**src/rtl/stv_cart_line_buf.sv**
```systemverilog
// Single-line (32-byte) read-only cache between the ST-V cart A-bus port and the
// DDR3 ROM store. Misses refill the line with one 4-beat 64-bit burst.
module stv_cart_line_buf #(
  parameter logic [28:0] BASE_WADDR = 29'h0400000
) (
  input  logic        CLK,
  input  logic        RST_N,
  input  logic        RES_N,
  input  logic        INVAL,
  input  logic [25:1] REQ_A,
  input  logic        REQ_RD,
  output logic [15:0] REQ_DO,
  output logic        REQ_RDY,
  output logic [28:0] DDR_ADDR,
  output logic [7:0]  DDR_BURSTCNT,
  output logic        DDR_RD,
  input  logic        DDR_BUSY,
  input  logic [63:0] DDR_DOUT,
  input  logic        DDR_DOUT_READY,
  output logic [2:0]  DBG_STATE
);

  typedef enum logic [2:0] {
    S_IDLE  = 3'd0,
    S_ISSUE = 3'd1,
    S_FILL  = 3'd2,
    S_RESP  = 3'd3,
    S_HOLD  = 3'd4,
    S_DRAIN = 3'd5
  } state_e;

  state_e      state_q, state_d;
  logic [63:0] line_q [4];
  logic [25:5] tag_q;
  logic [25:5] line_addr_q;
  logic        valid_q;
  logic        fill_inval_q;
  logic [1:0]  cnt_q;
  logic [28:0] ddr_addr_q;
  logic [15:0] req_do_q;

  logic        hit;
  logic        last_beat;
  logic        miss_start;
  logic        resp_fire;
  logic [28:0] miss_addr;
  logic [63:0] beat_sel;
  logic [15:0] resp_do;

  assign hit        = valid_q && (tag_q == REQ_A[25:5]);
  assign last_beat  = DDR_DOUT_READY && (cnt_q == 2'd3);
  assign miss_start = (state_q == S_IDLE) && RES_N && REQ_RD && !hit;
  assign resp_fire  = (state_q == S_RESP) && RES_N;
  assign miss_addr  = BASE_WADDR + {6'd0, REQ_A[25:5], 2'b00};
  assign beat_sel   = line_q[REQ_A[4:3]];
  assign resp_do    = beat_sel[{REQ_A[2:1], 4'b0000} +: 16];

  always_ff @(posedge CLK or negedge RST_N) begin
    if (!RST_N) state_q <= S_IDLE;
    else        state_q <= state_d;
  end

  // A soft reset that lands after the burst was accepted must still swallow
  // the remaining beats, otherwise they would corrupt the next fill.
  always_comb begin
    state_d = state_q;
    case (state_q)
      S_IDLE: begin
        if (RES_N && REQ_RD) state_d = hit ? S_RESP : S_ISSUE;
      end
      S_ISSUE: begin
        if (!DDR_BUSY)  state_d = RES_N ? S_FILL : S_DRAIN;
        else if (!RES_N) state_d = S_IDLE;
      end
      S_FILL: begin
        if (last_beat)   state_d = RES_N ? S_RESP : S_IDLE;
        else if (!RES_N) state_d = S_DRAIN;
      end
      S_RESP:  state_d = RES_N ? S_HOLD : S_IDLE;
      S_HOLD:  state_d = S_IDLE;
      S_DRAIN: begin
        if (last_beat) state_d = S_IDLE;
      end
      default: state_d = S_IDLE;
    endcase
  end

  always_comb begin
    DDR_RD       = (state_q == S_ISSUE);
    REQ_RDY      = resp_fire;
    REQ_DO       = resp_fire ? resp_do : req_do_q;
    DDR_ADDR     = ddr_addr_q;
    DDR_BURSTCNT = 8'd4;
    DBG_STATE    = state_q;
  end

  always_ff @(posedge CLK or negedge RST_N) begin
    if (!RST_N) begin
      valid_q      <= 1'b0;
      fill_inval_q <= 1'b0;
      tag_q        <= '0;
      line_addr_q  <= '0;
      cnt_q        <= 2'd0;
      ddr_addr_q   <= '0;
      req_do_q     <= '0;
    end else begin
      if (miss_start) begin
        line_addr_q  <= REQ_A[25:5];
        ddr_addr_q   <= miss_addr;
        cnt_q        <= 2'd0;
        valid_q      <= 1'b0;
        fill_inval_q <= 1'b0;
      end
      if ((state_q == S_FILL || state_q == S_DRAIN) && DDR_DOUT_READY)
        cnt_q <= cnt_q + 2'd1;
      if (state_q == S_FILL && last_beat && RES_N) begin
        tag_q   <= line_addr_q;
        valid_q <= !(fill_inval_q || INVAL);
      end
      if (resp_fire)
        req_do_q <= resp_do;
      // An invalidate seen anywhere during a fill keeps the refilled line invalid.
      if (INVAL) begin
        valid_q      <= 1'b0;
        fill_inval_q <= 1'b1;
      end
      if (!RES_N)
        valid_q <= 1'b0;
    end
  end

  always_ff @(posedge CLK) begin
    if (state_q == S_FILL && DDR_DOUT_READY && RES_N)
      line_q[cnt_q] <= DDR_DOUT;
  end

endmodule
```
**config.mk**
```make
export PLATFORM = sky130hd
export DESIGN_NAME = stv_cart_line_buf
export DESIGN_NICKNAME = d
export VERILOG_FILES = /design/src/rtl/stv_cart_line_buf.sv
export SDC_FILE = /design/constraint.sdc
export NUM_CORES = 1
export LEC_CHECK = 0
export CAP_MARGIN = 10
export CORE_ASPECT_RATIO = 0.6
export CORE_MARGIN = 1.5
export CORE_UTILIZATION = 52
export CTS_BUF_LIST = sky130_fd_sc_hd__clkbuf_4 sky130_fd_sc_hd__clkbuf_8
export DETAILED_ROUTE_END_ITERATION = 6
export PLACE_DENSITY = 0.78
export SLEW_MARGIN = 20
export SYNTH_ARGS = -nofsm -noshare
export SYNTH_HDL_FRONTEND = slang
export SYNTH_SLANG_ARGS = --single-unit
export TNS_END_PERCENT = 5
```
**constraint.sdc**
```tcl
create_clock -name CLK -period 2.7 [get_ports CLK]
set_input_delay 0.54 -clock CLK [delete_from_list [all_inputs] [get_ports CLK]]
set_output_delay 0.54 -clock CLK [all_outputs]
set_load 0.05 [all_outputs]
```
## Yosys cells after proc, flatten, opt, wreduce, memory -nomap -nowiden

Memories as Yosys holds them, arrays and structs flattened.
Cells that the tools add are included.

| cells by class | value |
|---|---|
| multiplexer cells | 21 |
| eq/ne operators | 11 |
| reduce and logical (&&, ||, !) cells | 20 |
| shift operators | 1 |
| add/sub/neg operators | 2 |

Operators with widths:

| cell | number |
|---|---|
| $shiftx 64x7->16 | 1 |
| $add 23x23->24 const A | 1 |
| $mux 3 | 8 |
| $eq 21x21->1 | 1 |
| $mux 16 | 1 |
| $pmux 3 s5 | 1 |
| $logic_and 1x1->1 | 12 |
| $mux 2 | 4 |
| $mux 1 | 7 |
| $eq 3x2->1 const B | 2 |
| $ne 3x3->1 const B | 2 |
| $ne 4x1->1 const B | 1 |
| $reduce_and 4->1 | 1 |
| $reduce_bool 2->1 | 2 |
| $eq 3x1->1 const B | 1 |
| $eq 3x3->1 const B | 1 |
| $logic_not 3->1 | 1 |
| $add 2x1->2 const B | 1 |
| $eq 2x2->1 const B | 1 |
| $logic_not 1->1 | 2 |
| $logic_or 1x1->1 | 2 |
| $ne 2x1->1 const B | 1 |
| $ne 2x2->1 const B | 1 |

| word-level totals | value |
|---|---|
| memories | 1 |
| bits in registers | 94 |
| RAM bits | 256 |

Memories:

| memory | depth | bits a word | rd ports | clocked after Yosys merged registers in | wr ports | line | source |
|---|---|---|---|---|---|---|---|
| line_q | 4 | 64 | 1 | 0 | 1 | 33 | `logic [63:0] line_q [4];` |

## Depth between registers and ports, before layout

Gate-level depths: netlist of run 1.

| logic depth | value |
|---|---|
| depth after elaboration | 8 |
| depth in mapped cells | 9 |
| mapped depth without buffers | 6 |

## Least setup slack after synthesis of run 1

OpenSTA, ideal clock, no wires.

| timing path | value |
|---|---|
| path kind | reg-to-output |
| start | register state_q[2] (netlist: DBG_STATE[2]) |
| end | output REQ_DO[10] |
| required time | 2.160 ns |
| arrival time | 3.054 ns |
| buffers on the path | 1 |
| stages on the path, launching flop included | 7 |
| setup slack | -0.894 ns |
| cells stage by stage | dfrtp_1 and2b_4 nand3_2 inv_1 nand2_1 clkbuf_1 o21ai_0 |

| on the way | value |
|---|---|
| cells in the longest elaborated chain, start to end | 3 |

Ends and longest elaborated chain:

| item | line | source |
|---|---|---|
| start, declared | 32 | `state_e state_q, state_d;` |
| start signal, assigned | 60 | `else state_q <= state_d;` |
| $eq 3x2->1 | 53 | `assign resp_fire = (state_q == S_RESP) && RES_N;` |
| $logic_and 1x1->1 | 53 |  |
| via REQ_RDY | 13 | `output logic REQ_RDY,` |
| $mux 16 | n/a |  |
| end, declared | 12 | `output logic [15:0] REQ_DO,` |

The timed path passes the listed nets, and every way through them passes these cells.

## Worst setup path after layout of run 1

| timing path | value |
|---|---|
| start | memory line_q[2][0] |
| end | output REQ_DO[0] |

| on the way | value |
|---|---|
| cells in the longest elaborated chain, start to end | 3 |

Ends and longest elaborated chain:

| item | line | source |
|---|---|---|
| start, declared | 33 |  |
| $mem_v2 4x64 | n/a |  |
| $shiftx 64x7->16 | 56 | `assign resp_do = beat_sel[{REQ_A[2:1], 4'b0000} +: 16];` |
| $mux 16 | n/a |  |

Every way passes these cells.

==> summary.md, run 1 <==
| Metric | Value |
|---|---|
| Measured slew at the worst slew-check pin | `between 0.5 and 0.6 ns` |
| Post-route cell area | `approximately 17000 µm²` |
| Max cap viols | `0` |
| Mean Syn Cell Area | `20.13 µm²` |
| Post-layout util | `0.6912` |
| Rows | `44` |
| Crit path launch type | `flip-flop` |
| Gr ovfl total | `0` |
| Met2 usage | `0.3423` |
| Busiest grt layer | `met2` |
| Ys Warns | `0` |
| Via/cell ratio | `5.551` |
| Clk slew on worst S/H paths | `approximately 0.07 ns` |
| Req. time, crit path | `roughly 2.2 ns` |
| Multi-input logic area | `3586 µm²` |
| Placed Area | `between 15000 and 20000 µm²` |
| Worst Setup End Kind | `output pin` |
| Clock Skew | `around 0.027 ns` |
| Mapped Area | `12700 µm²` |
| Initial antenna violation count | `1` |
| Num CTS Buffers | `46` |
| Synth area leaders | `edfxtp_1, dfrtp_1, mux4_2, mux2_2, mux2i_1` |
| Max Freq | `~360 MHz` |
| Worst-skew pair later-pin latency | `0.57 ns` |
| Total core area | `~24000 µm²` |
| Clk buf depth | `3` |
| Fillers | `1444` |
| I/O pins | `154` |
| Synth-to-Final Area Change | `30.91%` |
| Crit Reg-Reg Startpoint | `DBG_STATE[0]` |
| Final worst slack | `-0.08219 ns` |
| IO Port Bufs | `138` |
| Top FF cell, synth | `edfxtp_1` |
| WL final | `~28 mm` |
| Clk root buf | `clkbuf_8` |
| DP HPWL | `~18 mm` |
| Via count | `between 6000 and 7000` |
| Die area | `25400 µm²` |
| Max-slew violation total from the final report | `0` |
| Post-synth top area cell | `edfxtp_1` |
| Final setup viols | `16` |
| 1st-pass router iterations | `5` |
| Most common cell in the netlist | `edfxtp_1` |
| Worst Setup SP | `line_q[2][0]` |
| Vias in the first global route | `between 7000 and 8000` |
| Share of async-settable or async-resettable flops after synthesis | `0.2050` |
| Yosys top cell area share | `0.6052` |
| Hold_sp | `DDR_ADDR[22]` |
| H-tree lvl count | `2` |
| Kind of critical path | `flip-flop to output pin` |
| Die Height | `around 120 µm` |
| Status | `complete, but fails checks` |
| Largest net degree at the start of global routing | `67` |
| FF/Latch Area | `9343 µm²` |
| Most frequent cells after synthesis | `edfxtp_1, dfrtp_1, mux4_2, mux2_2, mux2i_1` |
| Register area share after synthesis | `0.7352` |
| Pwr Density | `844.9 nW/µm²` |
| Lkg Pwr | `5.897 nW` |
| Flops & latches, synth | `~320` |
| CTS tree | `yes` |
| Die Width | `204.8 µm` |
| Initial Util | `0.5280` |
| RSZ-0062 raised after global routing | `yes` |
| Hold Crit Class | `flip-flop to flip-flop` |
| Met1 usage | `0.3121` |
| WP data arrival | `about 2.2 ns` |
| Slew headroom | `0.6520` |
| Synth unique cells | `40` |
| GRT Total Usage | `0.2194` |
| Number of synthesized flops with an enable pin | `256` |
| Fin nets | `949` |
| GPL Wtd Cong | `slightly above 0.8` |
| Global-route wire length before repair | `between 40 and 50 mm` |
| Share of the clock period used by the worst path after layout | `1.030` |
| Worst IR Drop VDD | `around 480 µV` |
| Routed len/inst | `between 20 and 25 µm` |
| Tot Pwr | `approximately 14 mW` |
| DR DRC count | `0` |
| Share of cells above drive strength 1 | `0.3643` |
| Antenna-violating nets left | `0` |
| GR Util met3 | `0.05233` |
| Violation count after the first detailed-routing iteration | `roughly 470` |
| Final hold violations | `0` |
| Crit path max fanout | `2` |
| Failing checks | `negative setup slack` |
| # clock sinks | `322` |
| Min cycle time layout | `around 2.8 ns` |
| Syn Inst Count | `about 630` |
==> worst paths after layout <==
path | depth (start not counted) | slack [ns] | endpoint
min in group asynchronous | 3 | 0.53 | line_addr_q[7]
max in group asynchronous | 3 | 1.86 | tag_q[10]
worst max-delay path | 6 | -0.08 | REQ_DO[0]
worst max register to register | 5 | 0.67 | line_addr_q[21]
worst min-delay path | 2 | 0.52 | DDR_ADDR[22]
worst min register to register | 2 | 0.52 | DDR_ADDR[22]
==> state kept, by name, summed over array words and instances, names as in the netlist <==
signal        cells
DBG_STATE         3
DDR_ADDR          1
cnt_q             2
fill_inval_q      1
line_addr_q      21
line_q          256
req_do_q         16
tag_q            21
valid_q           1
==> layer usage <==
layer  wire (µm)  vias to the layer above
li1            -                     2949
met1       11780                     3445
met2       13430                      262
met3        1942                       50
met4         563                        0
met5           0                        -
==> where the power goes <==
group / leakage, nW / internal [mW] / total [mW] / switching (mW)
combinational: 2.25 / 1.74 / 3.95 / 2.21
sequential: 3.14 / 5.81 / 6.15 / 0.344
clock: 0.512 / 2.18 / 3.94 / 1.76
==> cells in the final DEF (no fill, tap or decap), types with 15 or more instances in the layout <==
cell type / instances
buf_12: 38
buf_4: 35
clkbuf_4: 23
clkbuf_8: 49
clkdlybuf4s50_1: 116
conb_1: 15
dfrtp_1: 63
edfxtp_1: 256
mux2_2: 42
mux2i_1: 25
mux4_2: 64
o21ai_4: 16
xnor2_1: 21
==> cells by family (layout without fill, tap and decap cells) <==
family,after synthesis,count (layout),synth area share
AO/OA/AOI/OAI,49,49,0.02670
XOR/XNOR,21,21,0.01448
adder cells (fa/ha/maj),4,4,0.003940
buffers and inverters,50,290,0.02246
flip-flops,322,322,0.7352
multiplexers,139,139,0.1767
other,2,17,0.0005912
AND/OR/NAND/NOR,44,44,0.01990
==> stage by stage <==
| step | setup WS, ns | cells | hold slack [ns] | TNS [ns] |
|---|---|---|---|---|
| 3_5_place_dp | -0.1939 | 1116 | 0.4998 | -1.414 |
| 6_report | -0.08219 | 1208 | 0.5209 | -0.6299 |
| 5_1_grt | -0.1887 | 1206 | 0.5300 | -2.001 |
| 3_3_place_gp | -0.1571 | 1116 | 0.4991 | -1.179 |
| 2_1_floorplan | -0.3865 | 644 | 0.2444 | -56.89 |
| 4_1_cts | -0.1408 | 1200 | 0.5143 | -1.316 |
==> what timing repair did <==
action / CTS / global route
pin swaps: 0 / 1
endpoints found under the setup margin: 17 / 16
hold buffers: 1 / 0
gates resized for setup: 26 / 25
buffers inserted: 0 / 5
cloned: 0 / 1
endpoints found under the hold margin: 22 / 0
==> critical path: stages, from the launching register on <==
cell and delay, ns:
edfxtp_1 0.38, mux4_2 0.49, mux2i_1 0.19, buf_4 0.16, a2bb2oi_2 0.21, o21ai_4 0.10, buf_12 0.15
==> cell type report <==
cell class | count | share of cell area
flip-flops and latches | 322 | 0.5619
inverters | 6 | 0.001806
well taps | 322 | 0.02423
clock buffers | 72 | 0.05094
clock inverters | 11 | 0.006020
multi-input cells | 272 | 0.2157
repair buffers | 201 | 0.1392
diodes | 2 | 0.0003010
Power figures use the tool's default switching activity.
==> run 2: changes to the inputs <==
- SLEW_MARGIN: 20 -> 25
==> results of run 2 <==
Final layout, timing and power as in run 1 (identical DEF).
==> run 3: changes to the inputs <==
- GPL_ROUTABILITY_DRIVEN: not set -> 1
- clock period: 2.7 -> 2.46 ns (I/O delays scaled with it)
==> run 3 against run 2 <==
Clock power is 9.6% higher. The flow still finishes with violations (negative setup slack). Final cell count is 0.50% higher. Count of clock-buffer cells in the layout fell by 1. Sequential power up 8.8%. Clock skew increased by 0.0030 ns. Non-clock buffer count rose by 5. Global-route usage is 0.37 points higher. Combinational power rose by 9.9%.
==> summary.md, run 3 (synthesized netlist as in run 1, its figures left out) <==
| Metric | Value |
|---|---|
| Status | `complete, but fails checks` |
| Failing checks | `negative setup slack` |
| # clock sinks | `322 (unchanged)` |
| Max-slew violation total from the final report | `0 (unchanged)` |
| Top Registers | `line_q x256, line_addr_q x21, tag_q x21` |
| RSZ-0062 raised after global routing | `yes` |
| Clk root buf | `clkbuf_8` |
| Via count | `6715 (+0.13%)` |
| Biggest register | `line_q` |
| 1st-pass router iterations | `5 (unchanged)` |
| Slew headroom | `0.6419 (-0.01009)` |
| FF/Latch Area | `9340 µm² (about the same)` |
| H-tree lvl count | `2 (unchanged)` |
| Share of cells above drive strength 1 | `0.3580 (-0.006229)` |
| Post-route cell area | `16570 µm² (-0.37%)` |
| Pwr Density | `926.5 nW/µm² (+9.6%)` |
| Clock Skew | `0.02970 ns (+0.003018 ns)` |
| Kind of critical path | `flip-flop to output pin` |
| Clk slew on worst S/H paths | `0.06 ns (about the same)` |
| Req. time, crit path | `1.97 ns (-0.19 ns)` |
| Initial antenna violation count | `3 (+2)` |
| Synth-to-Final Area Change | `30.43%` |
| Commonest non-fill, non-tap cells in the layout | `edfxtp_1, clkdlybuf4s50_1, dfrtp_1, mux4_2, clkbuf_8` |
| Switch share | `0.3074 (about the same)` |
| Die area | `25400 µm² (unchanged)` |
| Logic pwr share | `0.283 (+0.002)` |
| CTS tree | `yes` |
| DR DRC count | `0 (unchanged)` |
| Hold Crit Class | `input pin to asynchronous set/reset pin` |
| Worst Setup End Kind | `output pin` |
| Num CTS Buffers | `46 (unchanged)` |
| Placed insts | `1123 (+0.63%)` |
| Internal power | `10.63 mW (+9.3%)` |
| I/O pins | `154 (unchanged)` |
| Clock share of power | `0.282 (about the same)` |
| Multi-input logic area | `3508 µm² (-2.2%)` |
| Final setup viols | `16 (unchanged)` |
| Gr ovfl total | `0 (unchanged)` |
| Die Height | `124.1 µm (unchanged)` |
| Min cycle time layout | `~2.8 ns` |
| Rows | `44 (unchanged)` |
| Psw | `4.718 mW (+9.2%)` |
| Antenna-violating nets left | `0 (unchanged)` |
| Crit path max fanout | `6 (+4)` |
| GRT Total Usage | `0.2231 (+0.003729)` |
| Vias in the first global route | `7040 (-1.1%)` |
| Lkg Pwr | `5.932 nW (+0.59%)` |
| Fin cells | `1214 (+0.50%)` |
| Measured slew at the worst slew-check pin | `0.5355 ns (+0.01509 ns)` |
| Commonest non-fill, non-tap cell in the layout | `edfxtp_1` |
| Setup Total Neg Slack | `-4.006 ns (-3.377 ns)` |
| WL final | `27.20 mm (-1.9%)` |
| Seq pwr share | `0.436 (-0.002)` |
| DP HPWL | `17.84 mm (+1.5%)` |
| Final worst slack | `-0.2956 ns (-0.2134 ns)` |
| Crit path launch type | `flip-flop` |
| Fin nets | `954 (+0.53%)` |
| Fillers | `1453 (+0.62%)` |
| Max reg flops | `256 (unchanged)` |
| Total core area | `24060 µm² (unchanged)` |
| Largest net degree at the start of global routing | `67 (unchanged)` |
| Worst IR Drop VDD | `405.0 µV (-16%)` |
| Violation count after the first detailed-routing iteration | `467 (-1.1%)` |
| Routed len/inst | `22.40 µm (-2.4%)` |
| Via/cell ratio | `5.531 (-0.36%)` |
| Die Width | `204.8 µm (unchanged)` |
| Worst-skew pair later-pin latency | `0.57 ns (about the same)` |
| Final hold violations | `0 (unchanged)` |
| Clk buf depth | `3 (unchanged)` |
| WP data arrival | `2.26 ns (+0.02 ns)` |
| IO Port Bufs | `138 (unchanged)` |
| GPL Wtd Cong | `0.7655 (-7.3%)` |
| Share of the clock period used by the worst path after layout | `1.120` |
| Initial Util | `0.5280 (unchanged)` |
| Global-route wire length before repair | `41.76 mm (+2.4%)` |
| Max cap viols | `0 (unchanged)` |
| Placed Area | `15400 µm² (+0.70%)` |
| Max Freq | `362.9 MHz` |
-- run 3: changes by cell type in the layout (fill, tap and decap cells not counted), moves of 3 or more --
cell and delta:
buf_4 +12, buf_6 -4, clkbuf_4 -6, clkbuf_8 +5
clkinv_1 +3, mux2i_1 +4
-- run 3: final timing paths --
| check | startpoint | end | slack (ns) | depth (start not counted) |
|---|---|---|---|---|
| setup reg to reg | DBG_STATE[2] | line_q[1][41] | 0.39 | 7 |
| setup / recovery | DBG_STATE[2] | REQ_DO[3] | -0.30 | 8 |
| min in group CLK | req_do_q[9] | req_do_q[9] | 0.52 | 2 |
| hold / removal | RST_N | tag_q[11] | 0.47 | 3 |
| max in group asynchronous | RST_N | req_do_q[2] | 1.66 | 3 |
| hold reg to reg | req_do_q[9] | req_do_q[9] | 0.52 | 2 |
-- run 3: what timing repair did --
item | CTS | global route
buffers inserted | 1 | 2
pin swaps | 2 | 0
hold endpoints to repair | 66 | 0
gates resized for setup | 17 | 4
hold buffers | 1 | 0
cloned | 1 | 0
endpoints found under the setup margin | 18 | 16
-- run 3: per-stage QoR --
| stage | util | power, mW | setup WS [ns] | hold WS [ns] |
|---|---|---|---|---|
| after CTS | 0.6863 | 15.42 | -0.3024 | 0.4602 |
| after global placement | 0.6401 | 10.88 | -0.2763 | 0.4984 |
| after global routing | 0.6886 | 15.93 | -0.3649 | 0.5032 |
| after detailed placement | 0.6401 | 11.03 | -0.3057 | 0.5025 |
| final | 0.6886 | 15.35 | -0.2956 | 0.4678 |
| after floorplan | - | 9.253 | -0.6265 | 0.1964 |
-- run 3: metal layers --
metal / part of all wire / GRT usage
met5: 0.00096 / 0
met2: 0.47 / 0.3461
met3: 0.067 / 0.05521
met1: 0.44 / 0.3175
met4: 0.020 / 0.06572
-- run 3: power groups by stage --
stage	sequential, mW	combinational, mW	clock (mW)
detailed placement	6.77	4.26	0
global route	6.74	4.54	4.65
global placement	6.73	4.15	0
CTS	6.68	4.33	4.42
floorplan	7.43	1.82	0
finish	6.69	4.34	4.32
-- run 3: cell type report --
cell class / instances / area share
inverters: 6 / 0.001813
multi-input cells: 272 / 0.2118
well taps: 322 / 0.02432
diodes: 1 / 0.0001510
clock inverters: 14 / 0.005513
repair buffers: 206 / 0.1401
flip-flops and latches: 322 / 0.5638
clock buffers: 71 / 0.05256
-- run 3: critical path, stage by stage (launching register included) --
cell,delay (ns)
dfrtp_2,0.42
and2b_4,0.28
nand3_4,0.09
clkinvlp_4,0.13
nand2b_4,0.08
bufbuf_16,0.29
a2bb2oi_2,0.15
o21ai_4,0.10
buf_12,0.16
